File: config.mk
export PLATFORM = sky130hd
export DESIGN_NAME = step_clock_gen
export DESIGN_NICKNAME = d
export VERILOG_FILES = /design/src/rtl/step_clock_gen.sv
export SDC_FILE = /design/constraint.sdc
export NUM_CORES = 1
export LEC_CHECK = 0
export CAP_MARGIN = 40
export CORE_ASPECT_RATIO = 0.9
export CORE_MARGIN = 2
export CORE_UTILIZATION = 40
export CTS_CLUSTER_SIZE = 24
export DETAILED_ROUTE_END_ITERATION = 8
export DONT_BUFFER_PORTS = 1
export GPL_ROUTABILITY_DRIVEN = 0
export GPL_TIMING_DRIVEN = 0
export PLACE_DENSITY = 0.64
export SLEW_MARGIN = 10
export SYNTH_ARGS = -nofsm -noshare
export SYNTH_HDL_FRONTEND = slang
export SYNTH_SLANG_ARGS = --single-unit
File: constraint.sdc
create_clock -name clk50M -period 2 [get_ports clk50M]
set_clock_uncertainty 0.2 [all_clocks]
set_input_delay 0.5 -clock clk50M [delete_from_list [all_inputs] [get_ports clk50M]]
set_output_delay 0.5 -clock clk50M [all_outputs]
set_load 0.03 [all_outputs]
File: src/rtl/step_clock_gen.sv
// Single-step pushbutton front end: sync, debounce, one fixed-width step_clk pulse per press.
// Optional auto-stepping divider and `run` input enabled by defining STEP_CLOCK_AUTO_RUN_EN.
module step_clock_gen #(
  parameter int DEBOUNCE_CYCLES = 1000000,
  parameter int PULSE_CYCLES    = 16,
`ifdef STEP_CLOCK_AUTO_RUN_EN
  parameter int AUTO_DIV        = 25000000,
`endif
  parameter int CNT_W           = 20
) (
  input  logic        clk50M,
  input  logic        rst_n,
  input  logic        btn_raw,
`ifdef STEP_CLOCK_AUTO_RUN_EN
  input  logic        run,
`endif
  output logic        step_clk,
  output logic        step_busy,
  output logic        btn_level,
  output logic [15:0] step_count
);

  localparam int PC_W = $clog2(PULSE_CYCLES + 1);

  localparam logic [1:0] S_IDLE    = 2'd0;
  localparam logic [1:0] S_HIGH    = 2'd1;
  localparam logic [1:0] S_LOW     = 2'd2;
  localparam logic [1:0] S_RELEASE = 2'd3;

  logic             s1_q, s2_q;
  logic [CNT_W-1:0] db_cnt_q, db_cnt_d;
  logic             lvl_q, lvl_d, lvl_d1_q;
  logic [1:0]       state_q, state_d;
  logic [PC_W-1:0]  pcnt_q, pcnt_d;
  logic [15:0]      step_count_q, step_count_d;
  logic             step_clk_q, step_busy_q;
  logic             press, auto_inj, press_any;

  // Debounce: any sample matching the current level restarts the count.
  always_comb begin
    db_cnt_d = '0;
    lvl_d    = lvl_q;
    if (s2_q != lvl_q) begin
      if (db_cnt_q == CNT_W'(DEBOUNCE_CYCLES - 1)) lvl_d = s2_q;
      else db_cnt_d = db_cnt_q + 1'b1;
    end
  end

  assign press = lvl_q & ~lvl_d1_q;

`ifdef STEP_CLOCK_AUTO_RUN_EN
  localparam int DIV_W = $clog2(AUTO_DIV);

  logic             run_s1_q, run_s2_q;
  logic [DIV_W-1:0] div_q, div_d;

  // Divider only advances while idle, so the step period is AUTO_DIV plus the pulse/lockout time.
  always_comb begin
    div_d    = '0;
    auto_inj = 1'b0;
    if (run_s2_q) begin
      if (state_q == S_IDLE) begin
        if (div_q == DIV_W'(AUTO_DIV - 1)) auto_inj = 1'b1;
        else div_d = div_q + 1'b1;
      end else begin
        div_d = div_q;
      end
    end
  end

  always_ff @(posedge clk50M) begin
    if (!rst_n) begin
      run_s1_q <= 1'b0;
      run_s2_q <= 1'b0;
      div_q    <= '0;
    end else begin
      run_s1_q <= run;
      run_s2_q <= run_s1_q;
      div_q    <= div_d;
    end
  end
`else
  assign auto_inj = 1'b0;
`endif

  assign press_any = press | auto_inj;

  always_comb begin
    state_d      = state_q;
    pcnt_d       = pcnt_q;
    step_count_d = step_count_q;
    case (state_q)
      S_IDLE: begin
        if (press_any) begin
          state_d      = S_HIGH;
          pcnt_d       = '0;
          step_count_d = step_count_q + 16'd1;
        end
      end
      S_HIGH: begin
        if (pcnt_q == PC_W'(PULSE_CYCLES - 1)) begin
          state_d = S_LOW;
          pcnt_d  = '0;
        end else begin
          pcnt_d = pcnt_q + 1'b1;
        end
      end
      S_LOW: begin
        if (pcnt_q == PC_W'(PULSE_CYCLES - 1)) begin
          state_d = S_RELEASE;
          pcnt_d  = '0;
        end else begin
          pcnt_d = pcnt_q + 1'b1;
        end
      end
      S_RELEASE: begin
        if (!lvl_q) state_d = S_IDLE;
      end
      default: state_d = S_IDLE;
    endcase
  end

  // Outputs are registered from next state so step_clk comes straight off a flop.
  always_ff @(posedge clk50M) begin
    if (!rst_n) begin
      s1_q         <= 1'b0;
      s2_q         <= 1'b0;
      db_cnt_q     <= '0;
      lvl_q        <= 1'b0;
      lvl_d1_q     <= 1'b0;
      state_q      <= S_IDLE;
      pcnt_q       <= '0;
      step_count_q <= '0;
      step_clk_q   <= 1'b0;
      step_busy_q  <= 1'b0;
    end else begin
      s1_q         <= btn_raw;
      s2_q         <= s1_q;
      db_cnt_q     <= db_cnt_d;
      lvl_q        <= lvl_d;
      lvl_d1_q     <= lvl_q;
      state_q      <= state_d;
      pcnt_q       <= pcnt_d;
      step_count_q <= step_count_d;
      step_clk_q   <= (state_d == S_HIGH);
      step_busy_q  <= (state_d != S_IDLE);
    end
  end

  assign step_clk   = step_clk_q;
  assign step_busy  = step_busy_q;
  assign btn_level  = lvl_q;
  assign step_count = step_count_q;

endmodule

==> results.py <==
metrics = {
    "worst_setup_path": {
        "arrival_ns": 1.95,
        "crit_path_end_kind": "flop",
        "critPathKind": "reg2reg",
        "crit_required_ns": 2.00,
        "crit_fanout": 5,
        "cp-start-kind": "flop",
    },
    "global_routing": {
        "grt_antenna_before_repair": 0,
        "grt_max_degree": 16,
        "grt_util_all_layers_pct": 14.68,
        "grt_overflow": 0,
        "grt_pass1_vias": 1699,
        "grt_pass1_wl_mm": 7.831,
    },
    "cells_and_area": {
        "drive_above_1_share_pct": 23.76,
        "area_growth_pct": 20.51,
        "antennaDiodeCount": 0,
        "final_nets": 292,
    },
    "floorplanning": {
        "dieWidth_um": 83.93,
        "die_area_mm2": 0.006373,
        "io_pins": 22,
        "rows": 26,
        "start_util_pct": 40.86,
        "die_h_um": 75.94,
        "core_mm2": 0.005628,
    },
    "flow_run": {
        "maxCapViolations": 0,
    },
    "cts": {
        "cts_tree": "done",
        "cts_root_buffer": "clkbuf_8",
        "clk_latency_ns": 0.30,
        "cts_max_path_buffers": 2,
        "cts_hold_buffers": 0,
        "cts_num_sinks": 49,
        "clkTransAtPathRegs_ns": 0.09,
        "numCtsBuffers": 5,
        "htreeDepth": 2,
    },
    "yosys": {
        "synth_area_mm2": 0.002300,
        "seq_area_frac_synth_pct": 42.66,
        "synth-warning-count": 0,
        "ys_async_sr_fraction_pct": 0,
        "synth_flop_cell": "dfxtp_1",
        "syn_area_per_cell_um2": 8.845,
        "ys_seq_elements": 49,
        "synth_edf_count": 0,
        "synthCells": 260,
        "syn-num-nets": 271,
        "yosysUniqueCellTypes": 45,
    },
    "route": {
        "ant_nets": 0,
        "first_iter_violations": 82,
        "drc_errors": 0,
        "routedWlPerCell_um": 13.43,
        "via_per_inst": 5.406,
        "routed_wl_mm": 4.728,
        "first_pass_iters": 4,
        "vias": 1903,
    },
    "sta": {
        "post-route-min-period_ns": 1.951,
        "drv_slew": 0,
        "setup_viol": 0,
        "clock.fmax_mhz": 512.5,
        "period_share_pct": 97.56,
        "setup_tns_ns": 0,
        "finalHoldViolations": 0,
        "max-slew-margin-rel_pct": 66.92,
        "tightest_slew_ns": 0.4955,
        "fin_hold_ws_ns": 0.1235,
    },
    "placement": {
        "dp_hpwl_mm": 3.048,
        "io_buffers": 0,
    },
    "power_and_ir_drop": {
        "irDropWorstVdd_uv": 342.2,
        "p_leak_nw": 1.033,
        "powerDensity_mw_per_mm2": 661.1,
        "power_mw": 1.832,
    },
    "outcome": {
        "run_status": "finished clean",
    },
    "hold_path": {
        "min_path_type": "in2reg",
    },
}
==> final cells by class <==
cell class              count  area, um2
flip-flops and latches     49       1032
plain buffers               9      50.05
multi-input cells         192       1324
well taps                  70      87.58
repair buffers             14      106.4
clock buffers               5      68.82
inverters                  10      37.54
clock inverters             3      65.06
fillers                   521       2856
==> Yosys cell counts, drive strengths merged (2+ instances only) <==
master | n | area share [%]
nand2b | 3 | 0.82
a21oi | 14 | 3.0
nor2 | 31 | 5.1
nor4 | 4 | 1.1
ha | 8 | 4.4
buf | 4 | 0.98
nor3 | 2 | 0.44
and3 | 6 | 1.7
dfxtp | 49 | 43
mux2i | 4 | 1.7
o21ai | 9 | 2.0
xor2 | 15 | 5.7
xnor2 | 8 | 3.0
or4 | 4 | 1.5
nor3b | 2 | 0.65
inv | 10 | 1.6
and4 | 3 | 1.2
nand4b | 5 | 2.2
nand2 | 16 | 2.6
clkbuf | 5 | 0.82
nand3 | 19 | 4.1
or3 | 5 | 1.4
nand4 | 10 | 3.0
o31ai | 3 | 0.98
and2 | 5 | 1.4
a21o | 3 | 0.98
==> cell families after synthesis <==
kind of cell    Yosys count  share of synthesized area [%]
xor+xnor                 23                          8.760
fa+ha+maj                 8                          4.353
mux                       4                          1.741
simple gates            120                          29.11
flops                    49                          42.66
compound gates           37                          9.957
buf+inv                  19                          3.428
==> per-stage QoR <==
step / cell area, um2 / util (%) / worst slack [ns] / instances
finish: 2771 / 49.24 / 0.04882 / 352
global route: 2771 / 49.24 / -0.01994 / 352
CTS: 2610 / 46.38 / 0.001115 / 341
detailed placement: 2396 / 42.57 / -0.1511 / 330
global placement: 2396 / 42.57 / -0.1196 / 330
floorplan: 2308 / - / 0.005588 / 260
==> worst paths after layout <==
check / startpoint / to / slack, ns / cells past startpoint
worst max-delay path: db_cnt_q[16] / db_cnt_q[3] / 0.05 / 6
worst min-delay path: btn_raw / s1_q / 0.12 / 1
worst max register to register: db_cnt_q[16] / db_cnt_q[3] / 0.05 / 6
worst min register to register: db_cnt_q[0] / db_cnt_q[0] / 0.24 / 1
==> power by group <==
part	total [mW]	switching, mW	internal (mW)
Clock	0.843	0.346	0.497
Sequential	0.965	0.00144	0.963
Combinational	0.0245	0.0171	0.00738
Total	1.83	0.364	1.47
==> sequential cells by signal, summed over array words and instances, names as in the netlist <==
register / cells
step_clk: 1
step_count: 16
s1_q: 1
pcnt_q: 5
lvl_d1_q: 1
s2_q: 1
state_q: 2
btn_level: 1
db_cnt_q: 20
step_busy: 1
==> cells in the final DEF (no fill, tap or decap), drive strengths merged, types with 5 or more instances in the layout <==
cell type | netlist | final
dfxtp | 49 | 49
nor2 | 31 | 31
nand3 | 19 | 19
buf | 4 | 17
nand2 | 16 | 16
xor2 | 15 | 15
a21oi | 14 | 14
nand4 | 10 | 10
inv | 10 | 10
clkbuf | 5 | 10
o21ai | 9 | 9
xnor2 | 8 | 8
ha | 8 | 8
and3 | 6 | 6
and2 | 5 | 5
nand4b | 5 | 5
or3 | 5 | 5
==> what timing repair did <==
action / 4_1_cts / 5_1_grt
pin swaps: 2 / 9
setup endpoints to repair: 4 / 26
cloned: 0 / 2
buffers inserted: 3 / 9
endpoints found under the hold margin: 0 / 0
resized for setup: 19 / 29
==> worst max-delay path, stage by stage, from the launching register on <==
cell and delay, ns:
dfxtp_2 0.37, nand3_2 0.10, or4b_4 0.54, o211ai_1 0.18, buf_4 0.16, clkdlybuf4s15_2 0.24, nor2_1 0.06
==> per-layer routing <==
layer  track usage [%]  routed length [um]  up-vias
li1                  -                   -      965
met1             20.84                2433      897
met2             22.88                2075       36
met3             3.159                 168        5
met4             3.387                  51        0
met5                 0                   0        -
No activity file was read; power rests on OpenSTA's default activity.
